**src/rtl/tick_gen_pkg.sv**
```systemverilog
// -----------------------------------------------------------------------------
// tick_gen_pkg
//
// Shared definitions for the tick_gen block and its channel sub-module.
//   MAX_CHANNELS : upper bound on the channel count (set by the cfg_sel width)
//   SEL_W        : width of the cfg_sel channel index
//   DIV_25MHZ    : 100 MHz divisor for a 25 MHz enable (VGA pixel)
//   DIV_400HZ    : 100 MHz divisor for a 400 Hz enable (keypad scan)
//   DIV_5HZ      : 100 MHz divisor for a 5 Hz enable (game step)
//   sel_hit()    : decode of a cfg_sel value against a channel index
// -----------------------------------------------------------------------------
package tick_gen_pkg;

    localparam int unsigned SEL_W        = 3;
    localparam int unsigned MAX_CHANNELS = 1 << SEL_W;

    localparam int unsigned DIV_25MHZ = 4;
    localparam int unsigned DIV_400HZ = 250000;
    localparam int unsigned DIV_5HZ   = 20000000;

    // True when the write index addresses channel idx. Indices at or above
    // the instantiated channel count never match any generated channel, so
    // writes to them fall away without extra range logic.
    function automatic logic sel_hit(input logic [SEL_W-1:0] sel,
                                     input int unsigned      idx);
        return (sel == SEL_W'(idx));
    endfunction

endpackage

```
**src/rtl/tick_gen_chan.sv**
```systemverilog
// -----------------------------------------------------------------------------
// tick_gen_chan
//
// One tick/phase channel: divide-by-div_act counter, shadowed divisor with a
// pending flag, registered one-cycle tick and (optionally) a square-wave phase.
//
// Optional feature macro: TICK_GEN_PHASE_EN (adds the phase output and logic).
//
// Ports:
//   clk_100M    in   sole clock, rising edge
//   rst_n       in   asynchronous active-low reset
//   en          in   run enable for this channel
//   sync_clr    in   synchronous clear; overrides en and applies the shadow
//   wr          in   divisor write strobe already decoded for this channel
//   cfg_div     in   divisor value to load into the shadow
//   tick        out  one-cycle pulse per divisor period (registered)
//   phase       out  square wave, only with TICK_GEN_PHASE_EN
//   div_pending out  a written divisor is waiting to be applied
// -----------------------------------------------------------------------------
module tick_gen_chan #(
    parameter int unsigned       CNT_W   = 25,
    parameter logic [CNT_W-1:0]  RST_DIV = '0
)(
    input  logic             clk_100M,
    input  logic             rst_n,
    input  logic             en,
    input  logic             sync_clr,
    input  logic             wr,
    input  logic [CNT_W-1:0] cfg_div,
    output logic             tick,
`ifdef TICK_GEN_PHASE_EN
    output logic             phase,
`endif
    output logic             div_pending
);

    logic [CNT_W-1:0] cnt;
    logic [CNT_W-1:0] div_act;
    logic [CNT_W-1:0] div_shadow;
    logic             pend;

    logic [CNT_W-1:0] cnt_nxt;
    logic [CNT_W-1:0] div_nxt;
    logic             run;
    logic             wrap;
    logic             apply;

    always_comb begin
        run     = en && !sync_clr && (div_act != '0);
        wrap    = run && (cnt == div_act - CNT_W'(1));
        // Every edge that is not a plain mid-period count is a safe moment to
        // swap divisors: the period either just ended or is not running.
        apply   = sync_clr || !en || (div_act == '0) || wrap;

        cnt_nxt = cnt;
        if (sync_clr || (div_act == '0)) begin
            cnt_nxt = '0;
        end else if (en) begin
            cnt_nxt = wrap ? '0 : cnt + CNT_W'(1);
        end

        // The shadow copied here is the value before any write on this edge,
        // so a write colliding with an apply waits for the next opportunity.
        div_nxt = apply ? div_shadow : div_act;
    end

    always_ff @(posedge clk_100M or negedge rst_n) begin
        if (!rst_n) begin
            cnt        <= '0;
            div_act    <= RST_DIV;
            div_shadow <= RST_DIV;
            pend       <= 1'b0;
            tick       <= 1'b0;
        end else begin
            cnt     <= cnt_nxt;
            div_act <= div_nxt;
            tick    <= wrap;
            if (wr) begin
                div_shadow <= cfg_div;
            end
            pend <= wr || (pend && !apply);
        end
    end

    assign div_pending = pend;

`ifdef TICK_GEN_PHASE_EN
    // Phase tracks the counter value it will sit beside after this edge,
    // measured against the divisor in force for that cycle. div_nxt >> 1 is
    // zero for divisors 0 and 1, which keeps phase low there.
    always_ff @(posedge clk_100M or negedge rst_n) begin
        if (!rst_n) begin
            phase <= 1'b0;
        end else if (sync_clr) begin
            phase <= 1'b0;
        end else if (en) begin
            phase <= (cnt_nxt < (div_nxt >> 1));
        end
    end
`endif

endmodule

```
**src/rtl/tick_gen.sv**
```systemverilog
// -----------------------------------------------------------------------------
// tick_gen
//
// Multi-channel tick and phase generator on the 100 MHz board clock. Each
// channel emits a one-cycle clock enable (tick) at a runtime-programmable
// divisor; consumers stay on clk_100M and qualify on tick.
//
// Optional feature macro: TICK_GEN_PHASE_EN (adds the per-channel phase output).
//
// Parameters:
//   CHANNELS  number of channels, 1..MAX_CHANNELS
//   CNT_W     counter / divisor width
//   DIV_INIT  packed reset divisors, channel 0 in the LSBs
//
// Ports:
//   clk_100M    in   sole clock, rising edge
//   rst_n       in   asynchronous active-low reset
//   en          in   per-channel run enable
//   sync_clr    in   synchronous clear of all channel counters
//   cfg_wr      in   divisor write strobe, one cycle
//   cfg_sel     in   target channel index (out-of-range writes are ignored)
//   cfg_div     in   new divisor value
//   tick        out  per-channel one-cycle pulse per divisor period
//   phase       out  per-channel square wave, only with TICK_GEN_PHASE_EN
//   div_pending out  per-channel: a written divisor awaits application
// -----------------------------------------------------------------------------
module tick_gen
    import tick_gen_pkg::*;
#(
    parameter int unsigned                CHANNELS = 3,
    parameter int unsigned                CNT_W    = 25,
    parameter logic [CHANNELS*CNT_W-1:0]  DIV_INIT = {CNT_W'(DIV_5HZ),
                                                      CNT_W'(DIV_400HZ),
                                                      CNT_W'(DIV_25MHZ)}
)(
    input  logic                clk_100M,
    input  logic                rst_n,
    input  logic [CHANNELS-1:0] en,
    input  logic                sync_clr,
    input  logic                cfg_wr,
    input  logic [SEL_W-1:0]    cfg_sel,
    input  logic [CNT_W-1:0]    cfg_div,
    output logic [CHANNELS-1:0] tick,
`ifdef TICK_GEN_PHASE_EN
    output logic [CHANNELS-1:0] phase,
`endif
    output logic [CHANNELS-1:0] div_pending
);

    logic [CHANNELS-1:0] wr_stb;

    always_comb begin
        wr_stb = '0;
        for (int i = 0; i < CHANNELS; i++) begin
            wr_stb[i] = cfg_wr && sel_hit(cfg_sel, i);
        end
    end

    for (genvar g = 0; g < CHANNELS; g++) begin : g_chan
        tick_gen_chan #(
            .CNT_W   (CNT_W),
            .RST_DIV (DIV_INIT[g*CNT_W +: CNT_W])
        ) u_chan (
            .clk_100M    (clk_100M),
            .rst_n       (rst_n),
            .en          (en[g]),
            .sync_clr    (sync_clr),
            .wr          (wr_stb[g]),
            .cfg_div     (cfg_div),
            .tick        (tick[g]),
`ifdef TICK_GEN_PHASE_EN
            .phase       (phase[g]),
`endif
            .div_pending (div_pending[g])
        );
    end

endmodule

```
**config.mk**
```make
export PLATFORM = sky130hd
export DESIGN_NAME = tick_gen
export DESIGN_NICKNAME = d
export VERILOG_FILES = /design/src/rtl/tick_gen_pkg.sv /design/src/rtl/tick_gen_chan.sv /design/src/rtl/tick_gen.sv
export SDC_FILE = /design/constraint.sdc
export NUM_CORES = 1
export LEC_CHECK = 0
export CORE_MARGIN = 2
export CORE_UTILIZATION = 35
export DETAILED_ROUTE_END_ITERATION = 8
export SLEW_MARGIN = 20
export SYNTH_ARGS = -nofsm -noshare
export SYNTH_HDL_FRONTEND = slang
export SYNTH_SLANG_ARGS = --single-unit
```
**constraint.sdc**
```tcl
create_clock -name clk_100M -period 4.4 [get_ports clk_100M]
set_input_delay 0.44 -clock clk_100M [delete_from_list [all_inputs] [get_ports clk_100M]]
set_output_delay 0.44 -clock clk_100M [all_outputs]
set_load 0.02 [all_outputs]
```
==> metrics.md, run 1 <==
| Metric | Value |
|---|---|
| TritonCTS buffer count | 26 |
| Post-layout min period | around 4100 ps |
| Cells after Synth | 1235 |
| Ys flop type | dfrtp_1 |
| Post-Place Cells | ~1700 |
| CTS tree | done |
| Final hold vios | 8 |
| Buffers on Ports | 40 |
| Pwr dens | 451 nW/um2 |
| GP Congestion | roughly 0.87 |
| Nature of the critical path startpoint | flip-flop |
| Register area share after synthesis | 0.454 |
| Run status | finished with violations |
| Initial core utilization | 0.353 |
| Via density | 5.52 |
| Fmax | approximately 0.25 GHz |
| Vias | ~9600 |
| CTS clk-pin slew, worst paths | approximately 70 ps |
| Average size of a mapped cell | approximately 10 um2 |
| CP arrival | roughly 4500 ps |
| Min-Delay Path Class | in -> async |
| Hpwl dp | approximately 22 mm |
| Crit share post-route | 0.927 |
| Worst slew margin | 0.357 |
| Die width | about 200 um |
| Non-filler instance count after layout | between 1500 and 2000 |
| Die height | slightly below 200 um |
| Worst path top cell family by delay | simple AND/OR/NAND/NOR gates |
| Unrepaired setup endpoints after global routing | no |
| CTS Root Cell | clkbuf_16 |
| WP data required | between 4000 and 5000 ps |
| DR DRC count | 0 |
| Post-Route WL | 30.9 mm |
| Die area | 38200 um2 |
| First-pass GRT wire length | 51.0 mm |
| Maximum capacitance violations | 0 |
| Post-synth EDFFs | 0 |
| Post-CTS Hold Buffers | 0 |
| Syn-to-layout area delta | 14.7% |
| Core ar. | 36300 um2 |
| H-tree depth | 1 |
| Worst path bufs/invs | 1 |
| Final setup TNS | 0 ps |
| Worst-Margin Slew | just under 1000 ps |
| CP Class | reg -> reg |
| Wirelength per Cell | between 15 and 20 um |
| Synth warn | 0 |
| GRT Total Usage | 0.163 |
| Total global routing overflow | 0 |
| N_diodes | 0 |
| Largest net degree at the start of global routing | 120 |
| Ys async rst share | 1.00 |
| Nets@finish | approximately 1300 |
| Post-CTS Setup Bufs | 0 |
| Critical Path Fanout Max | 17 |
| Mapped cell area | between 10000 and 15000 um2 |
| Post-synthesis net count | roughly 1300 |
| Initial antenna violation count | 0 |
| Cell breakdown of the critical path | nor4_1 -> and4_1 -> a31oi_1 -> nor4_1 -> a211oi_1 -> nor4b_1 -> or2_2 -> buf_4 -> or3_1 -> o211ai_1 |
| Library cells used by synthesis | 71 |
| # fillers | 3462 |
| Share of post-route cells with drive strength above 1 | 0.211 |
| Clk_skew | about 20 ps |
| DR pass1 iterations | 5 |
| Leakage power | 5.97 nW |
| Clock latency on the worst-skew pair | 570 ps |
| Crit end category | flip-flop |
| Max Root-Sink Buffers | 3 |
| # IOs | about 40 |
| Row count | 70 |
| Seq cells post-synth | ~230 |
| VDD IR max | approximately 0.30 mV |
| Critical-path top delay cell | nor4_1 |
| Sink Count | approximately 230 |
| Post-cts gate resize count | 0 |
| Hold WS | -17.2 ps |
| Crit-path max cell delay | 840 ps |
| Most used cell, CP | nor4_1 |
| Slew Viols, Final | 0 |
| Vias in the first global route | approximately 9300 |
| Violation count after the first detailed-route iteration | around 670 |
| Final setup fails | 0 |
| Remaining antenna violation count | 0 |
| Failing checks | hold timing |
==> registers in the layout, summed over array words and instances, names as in the netlist <==
register and count:
g_chan.u_chan.cnt 75, g_chan.u_chan.div_act 75, g_chan.u_chan.div_pending 3, g_chan.u_chan.div_shadow 75
g_chan.u_chan.tick 3
==> worst paths after layout <==
kind | cells past startpoint | to | from | slack [ps]
max | 10 | g_chan[0].u_chan.cnt[7] | g_chan[0].u_chan.div_act[4] | 320
min | 1 | g_chan[2].u_chan.tick | rst_n | -20
max reg2reg | 10 | g_chan[0].u_chan.cnt[7] | g_chan[0].u_chan.div_act[4] | 320
min reg2reg | 2 | g_chan[0].u_chan.div_act[16] | g_chan[0].u_chan.div_shadow[16] | 490
max in group asynchronous | 2 | g_chan[2].u_chan.div_shadow[20] | rst_n | 3430
min in group clk_100M | 2 | g_chan[0].u_chan.div_act[16] | g_chan[0].u_chan.div_shadow[16] | 490
==> through the flow <==
stage                     hold WS [ps]   util  total power (W)  instance area (um2)  setup WS [ps]
after detailed placement           473  0.377          0.00418                13700            458
final                            -17.2  0.405          0.00663                14700            322
after global routing              38.5  0.405          0.00698                14700           87.1
after CTS                         21.6  0.405          0.00670                14700            409
after global placement             463  0.377          0.00415                13700            494
after floorplan                    144      -          0.00376                12800            839
==> layer usage <==
metal,vias up,wire (um),track usage,share of wire
met4,0,630,0.0345,0.020
li1,4544,-,-,-
met2,173,14100,0.263,0.46
met3,42,1070,0.0252,0.035
met5,-,0,0,0
met1,4829,15100,0.233,0.49
==> final cells by class <==
cell class	count	area (um2)	area share
Clock buffer	35	764	0.0520
Clock inverter	13	236	0.0161
Inverter	17	63.8	0.00434
Multi-Input combinational cell	912	6630	0.451
Sequential cell	231	5820	0.396
Tap cell	468	586	0.0398
Timing Repair Buffer	62	608	0.0413
==> power by group <==
part / switching, W / internal, W / total [W]
clock network: 0.000950 / 0.00153 / 0.00248
registers: 0.000420 / 0.00251 / 0.00293
logic: 0.000583 / 0.000638 / 0.00122
==> synth_stat cells, types with 5 or more instances <==
cell type  count  area share
a22o_1         5      0.0034
o211ai_1       5      0.0029
o21a_1         5      0.0029
and3_1        34       0.017
nand3_1       48       0.019
mux2_2       142        0.12
o21ai_0       42       0.016
o31ai_1        7      0.0041
or3_1         10      0.0049
o22ai_1        6      0.0029
inv_1         17      0.0050
nand4_1       36       0.018
a21o_1        23       0.013
o311ai_0       7      0.0048
xnor2_1       57       0.039
xor2_1        63       0.043
nor3b_1       11      0.0064
dfstp_2       32       0.066
a21boi_0       5      0.0029
and2_1        10      0.0049
a211o_1        6      0.0041
a21oi_1       18      0.0070
nor4b_1        6      0.0041
nand3b_1       8      0.0047
mux2_4         6      0.0070
and4_1         9      0.0061
ha_1           9      0.0088
a22oi_1        5      0.0029
clkbuf_1      48       0.014
nor3_1        37       0.014
nor2b_1       13      0.0063
a31oi_1        5      0.0024
buf_2         16      0.0062
dfrtp_1      199        0.39
nand2_1       72       0.021
nor4_1        33       0.016
buf_4          6      0.0035
nand2b_1      13      0.0063
nor2_1        85       0.025
or4_1         14      0.0082
==> layout by cell type (no fill, tap or decap), types with 8 or more instances in the layout <==
cell             instances
a21o_1                  23
a21oi_1                 18
and2_1                  10
and3_1                  34
and4_1                   9
buf_4                   19
clkbuf_16               26
clkbuf_8                 8
clkdlybuf4s50_1         39
dfrtp_1                199
dfstp_2                 32
ha_1                     9
inv_1                   17
mux2_2                 142
nand2_1                 72
nand2b_1                13
nand3_1                 48
nand3b_1                 8
nand4_1                 36
nor2_1                  85
nor2b_1                 13
nor3_1                  36
nor3b_1                 11
nor4_1                  33
o21ai_0                 42
or3_1                   10
or4_1                   14
xnor2_1                 57
xor2_1                  63
==> logic make-up (layout without fill, tap and decap cells) <==
kind of cell,count (synthesis),after routing,synth area share
adder cells (fa/ha/maj),9,9,0.00878
XOR/XNOR,120,120,0.0820
buffers and inverters,92,127,0.0320
multiplexers,151,151,0.134
AO/OA/AOI/OAI,175,175,0.0948
flip-flops,231,231,0.454
AND/OR/NAND/NOR,457,457,0.194
(Power assumes the default switching activity.)
==> run 2, diff against run 1 <==
Settings changed: REMOVE_ABC_BUFFERS set to 1.
==> metrics.md, run 2 (synthesized netlist as in run 1, its figures left out) <==
| Metric | Value |
|---|---|
| GP Congestion | approximately 0.84 |
| R2R Setup Slk | around 550 ps |
| Total global routing overflow | 0 |
| Hold WS | -12.0 ps |
| Core ar. | approximately 36000 um2 |
| Hpwl dp | 22.4 mm |
| Pwr dens | 439 nW/um2 |
| Multi-input gate area | 6630 um2 |
| Share of post-route cells with drive strength above 1 | 0.212 |
| N_diodes | 0 |
| Final instance area | ~15000 um2 |
| DR pass1 iterations | 5 |
| Violation count after the first detailed-route iteration | around 480 |
| DR DRC count | 0 |
| Min-Delay Path Class | in -> async |
| Via density | 5.40 |
| Nature of the critical path startpoint | flip-flop |
| Worst slew margin | 0.362 |
| Crit share post-route | 0.875 |
| Buffers on Ports | 40 |
| FF/Latch Area | ~5800 um2 |
| Leakage power | just under 6 nW |
| Crit end category | flip-flop |
| Worst-Margin Slew | 957 ps |
| Row count | 70 |
| H-tree depth | 1 |
| Max Root-Sink Buffers | 3 |
| Critical Path Fanout Max | 29 |
| DP Area | 13700 um2 |
| Remaining antenna violation count | 0 |
| Largest net degree at the start of global routing | between 100 and 150 |
| Wirelength per Cell | between 15 and 20 um |
| Sink Count | approximately 230 |
| # fillers | between 3000 and 4000 |
| Clock latency on the worst-skew pair | ~540 ps |
| TritonCTS buffer count | 26 |
| Cell breakdown of the critical path | inv_1 -> ha_1 -> or3b_2 -> or4_1 -> or3_1 -> a211oi_2 -> nand4_1 -> nor4_2 -> nor3_2 -> buf_4 -> mux2_4 |
| Regs by FF count | g_chan.u_chan.cnt (75), g_chan.u_chan.div_act (75), g_chan.u_chan.div_shadow (75) |
| First-pass GRT wire length | approximately 50 mm |
| Post-cts gate resize count | 0 |
| VDD IR max | 0.329 mV |
| Failing checks | hold timing |
| Clk_skew | 20.6 ps |
| CP arrival | approximately 4300 ps |
| Final setup fails | 0 |
| Vias in the first global route | between 9000 and 10000 |
| Worst path top cell family by delay | simple AND/OR/NAND/NOR gates |
| Post-Place Cells | between 1500 and 2000 |
| Nets@finish | approximately 1300 |
| Syn-to-layout area delta | 14.0% |
| Die area | ~38000 um2 |
| Non-filler instance count after layout | between 1500 and 2000 |
| Initial antenna violation count | 0 |
| Post-Route WL | between 30 and 40 mm |
| Maximum capacitance violations | 0 |
| Post-layout min period | between 3000 and 4000 ps |
| CTS clk-pin slew, worst paths | ~60 ps |
| Fmax | ~0.26 GHz |
| Critical-path top delay cell | or4_1 |
| Post-CTS Hold Buffers | 0 |
| Slew Viols, Final | 0 |
| Die width | roughly 200 um |
| Final hold vios | 2 |
| GRT Total Usage | 0.166 |
| Run status | finished with violations |
| Initial core utilization | 0.353 |
| Post-CTS Setup Bufs | 0 |
| CTS Root Cell | clkbuf_16 |
| Die height | a little under 200 um |
| Vias | roughly 9400 |
| Most common cell after layout, fill and taps aside | dfrtp_1 |
| # IOs | roughly 40 |
| WP data required | 4820 ps |
| Crit-path max cell delay | ~540 ps |
| CP Class | reg -> reg |
| CTS tree | done |
| Unrepaired setup endpoints after global routing | no |
| Worst path bufs/invs | 2 |
| Most frequent cells in the layout | dfrtp_1 (199), mux2_2 (142), nor2_1 (85), nand2_1 (72), xor2_1 (63) |
-- run 2: cell count changes in the layout (fill, tap and decap cells not counted), sizes merged --
cell	delta
clkinvlp	+2
bufinv	-2
clkbuf	-2
clkinv	+2
buf	+1
-- run 2: area by class of cell --
type | instances | area share
sequential | 231 | 0.398
multi-input combinational | 912 | 0.454
clock buffer | 33 | 0.0512
timing repair buffer | 63 | 0.0404
clock inverter | 15 | 0.0119
inverter | 17 | 0.00437
tap | 468 | 0.0401
-- run 2: final timing paths --
path,start,end,cells after the start
min,rst_n,g_chan[1].u_chan.div_pending,1
max reg2reg,g_chan[2].u_chan.div_act[0],g_chan[2].u_chan.div_act[18],11
max,g_chan[2].u_chan.div_act[0],g_chan[2].u_chan.div_act[18],11
max in group asynchronous,rst_n,g_chan[2].u_chan.div_shadow[8],2
min reg2reg,g_chan[2].u_chan.div_shadow[9],g_chan[2].u_chan.div_act[9],1
min in group clk_100M,g_chan[2].u_chan.div_shadow[9],g_chan[2].u_chan.div_act[9],1
-- run 2: power breakdown --
group / switching (W) / total, W / internal, W / leakage [nW]
sequential: 0.000414 / 0.00292 / 0.00251 / 2.88
combinational: 0.000580 / 0.00121 / 0.000633 / 2.59
clock: 0.000896 / 0.00228 / 0.00139 / 0.454
-- run 2: routing by layer --
metal / vias up / GRT usage / wire length (um)
li1: 4537 / - / -
met1: 4695 / 0.233 / 15200
met2: 132 / 0.279 / 14600
met3: 26 / 0.0200 / 880
met4: 0 / 0.0283 / 414
met5: - / 0 / 0
-- run 2: worst reg2reg max path, delay by kind of cell, from the launching register on --
| kind | cells | cell delay, ps |
|---|---|---|
| flip-flops | 1 | 450 |
| buffers and inverters | 2 | 370 |
| adder cells (fa/ha/maj) | 1 | 240 |
| AO/OA/AOI/OAI | 1 | 220 |
| AND/OR/NAND/NOR | 6 | 2090 |
| multiplexers | 1 | 370 |
-- run 2: metrics by stage --
| step | total power [W] | TNS [ps] | utilization | setup slack, ps |
|---|---|---|---|---|
| floorplan | 0.00371 | -17240 | - | -649 |
| global route | 0.00678 | 0 | 0.402 | 261 |
| finish | 0.00642 | 0 | 0.402 | 550 |
| CTS | 0.00649 | 0 | 0.402 | 548 |
| global placement | 0.00413 | 0 | 0.377 | 655 |
| detailed placement | 0.00417 | 0 | 0.377 | 559 |
